--- src/rtl/branch_update_ctrl.sv ---
// ---------------------------------------------------------------------------
// branch_update_ctrl
//
// Arbitrates between the two branch-resolution units of the out-of-order
// backend and the single predictor-update / redirect port of the PC stage.
//   - Exceptions win over everything: they flush the PC stage, drop all
//     queued training updates and open a front-end flush window.
//   - Mispredicts (br0 before br1) are sent straight to the PC stage as a
//     redirect and open a flush window.
//   - Correctly predicted branches are queued in a small FIFO and drained
//     one per cycle whenever no redirect or exception owns the port.
//
// Ports
//   clk, rst                 clock, synchronous active-high reset
//   brN_valid / brN_ready    resolved-branch handshake (port 0 is older)
//   brN_is_jump/is_taken/is_miss/pht_index/pc/target   request payload
//   exc_valid, exc_pc        exception / eret redirect request
//   is_*_out, last_pht_index_out, inst_pc_out, target_out
//                            registered predictor-update port to PC stage
//   pc_flush_out, exc_pc_out registered exception redirect to PC stage
//   pipe_flush_out           registered flush for PCIF/IF pipeline registers
// ---------------------------------------------------------------------------
module branch_update_ctrl #(
    parameter int GHR_WIDTH    = 5,
    parameter int FIFO_DEPTH   = 4,
    parameter int FLUSH_CYCLES = 2
) (
    input  logic                 clk,
    input  logic                 rst,

    input  logic                 br0_valid,
    output logic                 br0_ready,
    input  logic                 br0_is_jump,
    input  logic                 br0_is_taken,
    input  logic                 br0_is_miss,
    input  logic [GHR_WIDTH-1:0] br0_pht_index,
    input  logic [31:0]          br0_pc,
    input  logic [31:0]          br0_target,

    input  logic                 br1_valid,
    output logic                 br1_ready,
    input  logic                 br1_is_jump,
    input  logic                 br1_is_taken,
    input  logic                 br1_is_miss,
    input  logic [GHR_WIDTH-1:0] br1_pht_index,
    input  logic [31:0]          br1_pc,
    input  logic [31:0]          br1_target,

    input  logic                 exc_valid,
    input  logic [31:0]          exc_pc,

    output logic                 is_branch_out,
    output logic                 is_jump_out,
    output logic                 is_taken_out,
    output logic                 is_miss_out,
    output logic [GHR_WIDTH-1:0] last_pht_index_out,
    output logic [31:0]          inst_pc_out,
    output logic [31:0]          target_out,
    output logic                 pc_flush_out,
    output logic [31:0]          exc_pc_out,
    output logic                 pipe_flush_out
);

    localparam int PTR_W   = (FIFO_DEPTH > 1) ? $clog2(FIFO_DEPTH) : 1;
    localparam int CNT_W   = $clog2(FIFO_DEPTH + 1);
    localparam int FC_W    = (FLUSH_CYCLES > 1) ? $clog2(FLUSH_CYCLES) : 1;
    localparam int ENTRY_W = 2 + GHR_WIDTH + 64;

    localparam logic [0:0] ST_IDLE  = 1'b0;
    localparam logic [0:0] ST_FLUSH = 1'b1;

    // Ready only while at least two entries are free, so a dual push can
    // never overflow.
    localparam logic [CNT_W-1:0] READY_MAX  = CNT_W'(FIFO_DEPTH - 2);
    localparam logic [FC_W-1:0]  FLUSH_LAST = FC_W'(FLUSH_CYCLES - 1);

    // ------------------------------------------------------------------
    // State
    // ------------------------------------------------------------------
    logic [0:0]           state_reg,     state_next;
    logic [FC_W-1:0]      flush_cnt_reg, flush_cnt_next;
    logic [PTR_W-1:0]     wr_ptr_reg,    wr_ptr_next;
    logic [PTR_W-1:0]     rd_ptr_reg,    rd_ptr_next;
    logic [CNT_W-1:0]     count_reg,     count_next;

    logic                 is_branch_reg,  is_branch_next;
    logic                 is_jump_reg,    is_jump_next;
    logic                 is_taken_reg,   is_taken_next;
    logic                 is_miss_reg,    is_miss_next;
    logic [GHR_WIDTH-1:0] pht_index_reg,  pht_index_next;
    logic [31:0]          inst_pc_reg,    inst_pc_next;
    logic [31:0]          target_reg,     target_next;
    logic                 pc_flush_reg,   pc_flush_next;
    logic [31:0]          exc_pc_reg,     exc_pc_next;
    logic                 pipe_flush_reg, pipe_flush_next;

    // ------------------------------------------------------------------
    // Handshake and per-cycle winner selection
    // ------------------------------------------------------------------
    logic br_ready;
    logic acc0, acc1;
    logic redir0, redir1;
    logic push0, push1;
    logic do_pop;

    assign br_ready  = (state_reg == ST_IDLE) && !exc_valid && (count_reg <= READY_MAX);
    assign br0_ready = br_ready;
    assign br1_ready = br_ready;

    assign acc0   = br0_valid && br_ready;
    assign acc1   = br1_valid && br_ready;
    assign redir0 = !exc_valid && acc0 && br0_is_miss;
    // A br0 miss makes br1 a wrong-path instruction: it is neither
    // redirected nor trained.
    assign redir1 = !exc_valid && !redir0 && acc1 && br1_is_miss;
    assign push0  = !exc_valid && acc0 && !br0_is_miss;
    assign push1  = !exc_valid && !redir0 && acc1 && !br1_is_miss;
    // count_reg is registered state, so an entry pushed this cycle cannot
    // be popped before the next one.
    assign do_pop = !exc_valid && !redir0 && !redir1 && (count_reg != '0);

    // ------------------------------------------------------------------
    // Training FIFO storage
    // ------------------------------------------------------------------
    logic [ENTRY_W-1:0] br0_entry, br1_entry, head_entry;
    logic [ENTRY_W-1:0] fifo_mem [FIFO_DEPTH];
    logic [PTR_W-1:0]   wr1_addr;

    assign br0_entry  = {br0_is_jump, br0_is_taken, br0_pht_index, br0_pc, br0_target};
    assign br1_entry  = {br1_is_jump, br1_is_taken, br1_pht_index, br1_pc, br1_target};
    // br1 lands behind br0 when both push in the same cycle.
    assign wr1_addr   = push0 ? (wr_ptr_reg + PTR_W'(1)) : wr_ptr_reg;
    assign head_entry = fifo_mem[rd_ptr_reg];

    genvar gi;
    generate
        for (gi = 0; gi < FIFO_DEPTH; gi++) begin : g_entry
            logic [ENTRY_W-1:0] entry_reg;

            // Payload needs no reset: validity is tracked by count_reg.
            always_ff @(posedge clk) begin
                if (push0 && (wr_ptr_reg == PTR_W'(gi))) begin
                    entry_reg <= br0_entry;
                end else if (push1 && (wr1_addr == PTR_W'(gi))) begin
                    entry_reg <= br1_entry;
                end
            end

            assign fifo_mem[gi] = entry_reg;
        end
    endgenerate

    // ------------------------------------------------------------------
    // FIFO pointer / occupancy update
    // ------------------------------------------------------------------
    always_comb begin
        wr_ptr_next = wr_ptr_reg;
        rd_ptr_next = rd_ptr_reg;
        count_next  = count_reg;
        if (exc_valid) begin
            wr_ptr_next = '0;
            rd_ptr_next = '0;
            count_next  = '0;
        end else begin
            wr_ptr_next = wr_ptr_reg + PTR_W'(push0) + PTR_W'(push1);
            rd_ptr_next = rd_ptr_reg + PTR_W'(do_pop);
            count_next  = count_reg + CNT_W'(push0) + CNT_W'(push1) - CNT_W'(do_pop);
        end
    end

    // ------------------------------------------------------------------
    // FSM and flush window
    // ------------------------------------------------------------------
    always_comb begin
        state_next      = state_reg;
        flush_cnt_next  = flush_cnt_reg;
        pipe_flush_next = 1'b0;
        if (exc_valid || redir0 || redir1) begin
            // First flush cycle is the registered output of this cycle; the
            // counter covers the remaining FLUSH_CYCLES-1.
            state_next      = ST_FLUSH;
            flush_cnt_next  = FLUSH_LAST;
            pipe_flush_next = 1'b1;
        end else if (state_reg == ST_FLUSH) begin
            if (flush_cnt_reg == '0) begin
                state_next = ST_IDLE;
            end else begin
                flush_cnt_next  = flush_cnt_reg - FC_W'(1);
                pipe_flush_next = 1'b1;
            end
        end
    end

    // ------------------------------------------------------------------
    // PC-stage port next values
    // ------------------------------------------------------------------
    always_comb begin
        is_branch_next = 1'b0;
        is_jump_next   = 1'b0;
        is_taken_next  = 1'b0;
        is_miss_next   = 1'b0;
        pht_index_next = '0;
        inst_pc_next   = '0;
        target_next    = '0;
        pc_flush_next  = 1'b0;
        exc_pc_next    = '0;
        if (exc_valid) begin
            pc_flush_next = 1'b1;
            exc_pc_next   = exc_pc;
        end else if (redir0) begin
            is_branch_next = 1'b1;
            is_miss_next   = 1'b1;
            is_jump_next   = br0_is_jump;
            is_taken_next  = br0_is_taken;
            pht_index_next = br0_pht_index;
            inst_pc_next   = br0_pc;
            target_next    = br0_target;
        end else if (redir1) begin
            is_branch_next = 1'b1;
            is_miss_next   = 1'b1;
            is_jump_next   = br1_is_jump;
            is_taken_next  = br1_is_taken;
            pht_index_next = br1_pht_index;
            inst_pc_next   = br1_pc;
            target_next    = br1_target;
        end else if (do_pop) begin
            is_branch_next = 1'b1;
            {is_jump_next, is_taken_next, pht_index_next, inst_pc_next, target_next} = head_entry;
        end
    end

    // ------------------------------------------------------------------
    // Registers
    // ------------------------------------------------------------------
    always_ff @(posedge clk) begin
        if (rst) begin
            state_reg      <= ST_IDLE;
            flush_cnt_reg  <= '0;
            wr_ptr_reg     <= '0;
            rd_ptr_reg     <= '0;
            count_reg      <= '0;
            is_branch_reg  <= 1'b0;
            is_jump_reg    <= 1'b0;
            is_taken_reg   <= 1'b0;
            is_miss_reg    <= 1'b0;
            pht_index_reg  <= '0;
            inst_pc_reg    <= '0;
            target_reg     <= '0;
            pc_flush_reg   <= 1'b0;
            exc_pc_reg     <= '0;
            pipe_flush_reg <= 1'b0;
        end else begin
            state_reg      <= state_next;
            flush_cnt_reg  <= flush_cnt_next;
            wr_ptr_reg     <= wr_ptr_next;
            rd_ptr_reg     <= rd_ptr_next;
            count_reg      <= count_next;
            is_branch_reg  <= is_branch_next;
            is_jump_reg    <= is_jump_next;
            is_taken_reg   <= is_taken_next;
            is_miss_reg    <= is_miss_next;
            pht_index_reg  <= pht_index_next;
            inst_pc_reg    <= inst_pc_next;
            target_reg     <= target_next;
            pc_flush_reg   <= pc_flush_next;
            exc_pc_reg     <= exc_pc_next;
            pipe_flush_reg <= pipe_flush_next;
        end
    end

    assign is_branch_out      = is_branch_reg;
    assign is_jump_out        = is_jump_reg;
    assign is_taken_out       = is_taken_reg;
    assign is_miss_out        = is_miss_reg;
    assign last_pht_index_out = pht_index_reg;
    assign inst_pc_out        = inst_pc_reg;
    assign target_out         = target_reg;
    assign pc_flush_out       = pc_flush_reg;
    assign exc_pc_out         = exc_pc_reg;
    assign pipe_flush_out     = pipe_flush_reg;

endmodule

--- config.mk ---
export PLATFORM = sky130hd
export DESIGN_NAME = branch_update_ctrl
export DESIGN_NICKNAME = d
export VERILOG_FILES = /design/src/rtl/branch_update_ctrl.sv
export SDC_FILE = /design/constraint.sdc
export NUM_CORES = 1
export LEC_CHECK = 0
export ABC_AREA = 0
export CAP_MARGIN = 20
export CORE_MARGIN = 1.5
export CORE_UTILIZATION = 45
export CTS_BUF_LIST = sky130_fd_sc_hd__clkbuf_16
export CTS_CLUSTER_DIAMETER = 120
export DETAILED_ROUTE_END_ITERATION = 16
export PLACE_DENSITY = 0.79
export REMOVE_ABC_BUFFERS = 1
export SLEW_MARGIN = 20
export SYNTH_ARGS = -nofsm -noshare
export SYNTH_HDL_FRONTEND = slang
export SYNTH_SLANG_ARGS = --single-unit
--- constraint.sdc ---
create_clock -name clk -period 8.7 [get_ports clk]
set_input_delay 0.87 -clock clk [delete_from_list [all_inputs] [get_ports clk]]
set_output_delay 0.87 -clock clk [all_outputs]
set_load 0.02 [all_outputs]
Word-level counts from Yosys, hierarchy flattened
Cells that the tools add are included.
{"block": "classes", "n_eq_ne": 6, "mux": 39, "bitwise_logic": 3, "reduce_logical": 38, "add_sub_neg": 8, "n_lt_le_gt_ge": 2}
{"op": "two-way mux 71 bit", "count": 10}
{"op": "two-way mux 32 bit", "count": 6}
{"op": "binary-select mux 71 bit (select 2 bit)", "count": 1}
{"op": "logical AND 1 bit", "count": 21}
{"op": "two-way mux 1 bit", "count": 18}
{"op": "two-way mux 5 bit", "count": 3}
{"op": "nonzero test 2 bit", "count": 5}
{"op": "== test 2 bit (second input constant)", "count": 4}
{"op": "adder 2 x 1 -> 2 bit", "count": 3}
{"op": "adder 3 x 1 -> 3 bit", "count": 2}
{"op": "logical NOT 1 bit", "count": 5}
{"op": "== test 2 x 1 -> 1 bit (second input constant)", "count": 2}
{"op": "logical NOT 2 bit", "count": 2}
{"op": "OR reduction 2 bit", "count": 2}
{"op": ">= comparator 3 bit (second input constant)", "count": 1}
{"op": "less-or-equal comparator 3 x 2 -> 1 bit (second input constant)", "count": 1}
{"op": "inverter 2 -> 3 bit", "count": 1}
{"op": "nonzero test 3 bit", "count": 1}
{"op": "subtractor 3 x 1 -> 3 bit", "count": 1}
{"op": "adder 2 x 1 -> 2 bit (second input constant)", "count": 1}
{"op": "logical OR 1 bit", "count": 2}
{"op": "two-way mux 2 bit", "count": 1}
{"op": "inverter 1 bit", "count": 2}
{"op": "subtractor 1 bit (second input constant)", "count": 1}
{"block": "word_totals", "input_bits": 181, "ff_bits": 399}

Depth between registers and ports, before layout
{"block": "depth", "depth_word": 16, "mapped_depth": 13, "mapped_depth_nobuf": 12}

Worst setup path after synthesis
OpenSTA, ideal clock, no wires.
{"block": "synth_path", "kind": "input port to flip-flop", "from": "input port exc_valid", "to": "register g_entry[0].entry_reg[0] (enable)", "stages": 6, "t_arrival_ps": 6943, "n_path_buf": 1, "setup_time_ps": 609, "required_ps": 8091, "setup_slack_ps": 1148, "cell_sequence": "buf_2 -> nor2b_2 -> nand4_1 -> inv_2 -> nand2_1 -> o32ai_1"}
{"block": "synth_via", "elab_chain_len": 12, "elab_cells_between_ends": 17, "classes_between": "mux: 1; reduce/logical: 16"}
{"element": "from (decl)", "line_no": "49", "rtl": "input logic exc_valid,"}
{"element": "logical NOT 1 bit (*)"}
{"element": "logical AND 1 bit (2 in series)", "line_no": "106", "rtl": "assign br_ready = (state_reg == ST_IDLE) && !exc_valid && (count_reg <= READY_MAX);"}
{"element": "logical AND 1 bit", "line_no": "110", "rtl": "assign acc0 = br0_valid && br_ready;"}
{"element": "logical AND 1 bit", "line_no": "112, 116"}
{"element": "logical AND 1 bit", "line_no": "112", "rtl": "assign redir0 = !exc_valid && acc0 && br0_is_miss;"}
{"element": "logical NOT 1 bit", "line_no": "117", "rtl": "assign push1 = !exc_valid && !redir0 && acc1 && !br1_is_miss;"}
{"element": "logical AND 1 bit (3 in series)", "line_no": "117"}
{"element": "logical AND 1 bit", "line_no": "144", "rtl": "end else if (push1 && (wr1_addr == PTR_W'(gi))) begin"}
{"element": "nonzero test 2 bit (no line) (*)"}
{"element": "to (signal assigned)", "line_no": "143", "rtl": "entry_reg <= br0_entry;"}
{"element": "to (signal assigned)", "line_no": "145", "rtl": "entry_reg <= br1_entry;"}
{"element": "to (decl)", "line_no": "138", "rtl": "logic [ENTRY_W-1:0] entry_reg;"}
Every way passes the cells marked *; elsewhere a longest branch is shown, timed or not.
A chain may end at the register's enable or synchronous reset.

Final worst setup path
{"block": "layout_path", "from": "input port exc_valid", "to": "register count_reg[2]"}
{"block": "layout_via", "elab_chain_len": 14, "elab_cells_between_ends": 20, "classes_between": "add/sub: 3; reduce/logical: 17"}
{"element": "parallel branches: the longest is 14 deep, another holds adder 3 x 1 -> 3 bit"}
{"element": "to (signal assigned)", "line_no": "257", "rtl": "count_reg <= count_next;"}
{"element": "to (decl)", "line_no": "84", "rtl": "logic [CNT_W-1:0] count_reg, count_next;"}
Parallel ways; which one is timed is not known.

==> flow_metrics.env <==
export IMPL_fp_coreArea_mm2=0.0431
export IMPL_critPathMaxFanout=74
export IMPL_drt_pass1_iter_count=5
export IMPL_synth_top_cell_area_share_pct=43.3
export IMPL_internal_power_mw=3.38
export IMPL_yosysSeqAreaShare_pct=55.0
export IMPL_yosys_area_share_adder_pct=0.750
export IMPL_end_kind="flip-flop"
export IMPL_multi_input_area_mm2=0.00828
export IMPL_vias_per_cell=5.74
export IMPL_fin_cells=2122
export IMPL_htreeDepth=2
export IMPL_nets=1694
export IMPL_setup_viol=0
export IMPL_synth_top_family_by_area="multiplexers"
export IMPL_path_cells="clkdlybuf4s50_1, nor2b_2, and3_2, buf_4, o21ai_1, nor3b_1, ha_1, inv_1, fa_1, fa_1, xor2_1, nor2_1"
export IMPL_switching_share_pct=22.9
export IMPL_cts_tree="built"
export IMPL_fillers=3354
export IMPL_period_minus_slack_ns=4.10
export IMPL_gp_congestion=0.752
export IMPL_yosysTopAreaCell="edfxtp_1"
export IMPL_wl_per_cell_um=22.8
export IMPL_synth_ff_type="edfxtp_1"
export IMPL_final_cell_area_mm2=0.0243
export IMPL_antenna_found_initial=1
export IMPL_drive_above_1_share_pct=30.1
export IMPL_die_x_um=212
export IMPL_clockBufferDepth=3
export IMPL_cts_hold_buf=0
export IMPL_maxSlewViolCount=0
export IMPL_combPwrFrac_pct=11.4
export IMPL_vdd_drop_max_mv=0.126
export IMPL_p_sw_mw=1.01
export IMPL_synth_simple_area_share_pct=3.47
export IMPL_crit_slowest_cell="buf_4"
export IMPL_grt_start_max_net_pins=75
export IMPL_area_delta_synth_final_pct=23.6
export IMPL_wirelength_um=48400
export IMPL_post_route_period_util_pct=47.1
export IMPL_largest_reg_flops=284
export IMPL_grt_pass1_vias=12800
export IMPL_clk_latency_ns=0.56
export IMPL_regArea_mm2=0.0108
export IMPL_dp_cells=2042
export IMPL_dr_total_vias=12200
export IMPL_crit_type="primary input to flip-flop"
export IMPL_pre_cts_ws_ns=4.09
export IMPL_synth_compound_area_share_pct=7.50
export IMPL_numClockSinks=399
export IMPL_drt_iter0_markers=968
export IMPL_clk_pin_slew_worst_paths_ns=0.06
export IMPL_synthMuxAreaShare_pct=29.7
export IMPL_postCtsResizedCells=0
export IMPL_cts_root_buf="clkbuf_16"
export IMPL_worst_clock_skew_ns=0.0189
export IMPL_synth_xor_area_share_pct=0.134
export IMPL_power_frac_clock_pct=40.7
export IMPL_crit_buf_inv=3
export IMPL_grtUsageTotal_pct=21.4
export IMPL_io_pins=290
export IMPL_cp_arrival_ns=4.56
export IMPL_syn_instance_count=1242
export IMPL_die_area_mm2=0.0450
export IMPL_async_flop_share_pct=0
export IMPL_die_h_um=212
export IMPL_critPathTopFamily="buffers and inverters"
export IMPL_worst_slack_ns=4.60
export IMPL_rsz0062_at_grt="no"
export IMPL_synth_cell_type_count=42
export IMPL_synth_edff_count=284
export IMPL_hold_class="flip-flop to flip-flop"
export IMPL_start_kind="primary input"
export IMPL_ys_ff_latch=399
export IMPL_status="complete, no violations"
export IMPL_grt_first_pass_wirelength_um=73100
export IMPL_placed_cell_area_mm2=0.0230
export IMPL_p_seq_share_pct=47.9
export IMPL_initial_core_util_pct=45.7
export IMPL_path_common_cell="fa_1"
export IMPL_rows=76
export IMPL_port_buffers=289
export IMPL_drv_cap=0
export IMPL_antenna_left=0
export IMPL_timing_fmax_mhz=244
export IMPL_timing_setup_tns_ns=0
export IMPL_dp_hpwl_um=28900
export IMPL_avgSynthCellArea_um2=15.8
export IMPL_ys_warn_count=0
export IMPL_pwr_density_cell_mw_per_mm2=180
export IMPL_yosys_top_cells_area="edfxtp_1 43%, mux2_4 21%, dfxtp_1 12%"
export IMPL_hold_viol_final=0
export IMPL_cts_setup_buffers=0
export IMPL_worstMarginPinSlew_ns=1.05
export IMPL_gr_total_overflow=0
export IMPL_cpPeakStageDelay_ns=0.75
export IMPL_drc=0
export IMPL_crit_required_ns=9.16
export IMPL_power_leakage_nw=9.21
export IMPL_numCtsBuffers=44
export IMPL_netlist_area_mm2=0.0197
export IMPL_slew_headroom_pct=30.3
==> per-stage QoR <==
step	utilization [%]	power [mW]	hold WS (ns)
after floorplan	-	2.41	0.503
after global placement	53.3	2.63	0.524
after detailed placement	53.3	2.64	0.544
after CTS	56.4	4.43	0.552
after global routing	56.4	4.52	0.617
final	56.4	4.39	0.553
==> worst min-delay path, cell delays in order (launching register included) <==
cell and delay, ns:
dfxtp_1 0.31, a21oi_1 0.11, a21oi_1 0.07
==> power by group through the flow <==
stage	Sequential (mW)	Clock (mW)	Combinational, mW
2_1_floorplan	2.17	0	0.232
3_3_place_gp	2.14	0	0.483
3_5_place_dp	2.14	0	0.496
4_1_cts	2.10	1.82	0.500
5_1_grt	2.11	1.88	0.531
6_report	2.10	1.78	0.500
==> final timing paths <==
kind | from | endpoint | slack (ns) | cells after the start
hold reg to reg | flush_cnt_reg | pipe_flush_out | 0.55 | 2
setup reg to reg | count_reg[1] | g_entry[3].entry_reg[28] | 4.85 | 10
hold / removal | flush_cnt_reg | pipe_flush_out | 0.55 | 2
setup / recovery | exc_valid | count_reg[2] | 4.60 | 12
==> cell families after synthesis <==
group           count (synthesis)
compound gates                232
xor+xnor                        3
fa+ha+maj                      10
buf+inv                       109
flops                         399
mux                           355
simple gates                  134
==> cell usage after synthesis (4+ instances only) <==
cell and count:
a21oi_1 73, a31oi_1 7, and2_1 36, buf_2 25, buf_4 4, buf_6 28, clkbuf_1 37, dfxtp_1 115
edfxtp_1 284, ha_1 7, inv_1 13, mux2_2 4, mux2_4 280, mux4_2 71, nand2_4 4, nor2_1 79
o21ai_0 68, o32ai_1 72
==> cell type report <==
type,instances,area share (%)
flip-flops and latches,399,44.6
well taps,585,3.01
inverters,14,0.216
clock inverters,34,0.967
clock buffers,45,4.63
repair buffers,310,12.5
diodes,1,0.0103
multi-input cells,734,34.0
==> placed cells by master (no fill, tap or decap), drive strengths merged, types with 6 or more instances in the layout <==
master / n
clkdlybuf4s50: 289
edfxtp: 284
mux2: 284
dfxtp: 115
nor2: 79
a21oi: 73
o32ai: 72
mux4: 71
o21ai: 70
clkbuf: 45
and2: 36
inv: 22
buf: 21
clkinv: 21
a31oi: 7
ha: 7
nand2: 6
==> layer usage <==
| layer | GRT usage [%] | up-vias | wire length, µm |
|---|---|---|---|
| met2 | 35.8 | 526 | 23600 |
| met4 | 7.56 | 0 | 1150 |
| li1 | - | 5387 | - |
| met1 | 27.3 | 6194 | 19600 |
| met3 | 4.59 | 80 | 3980 |
| met5 | 0 | - | 0 |
No activity file was read; power rests on OpenSTA's default activity.
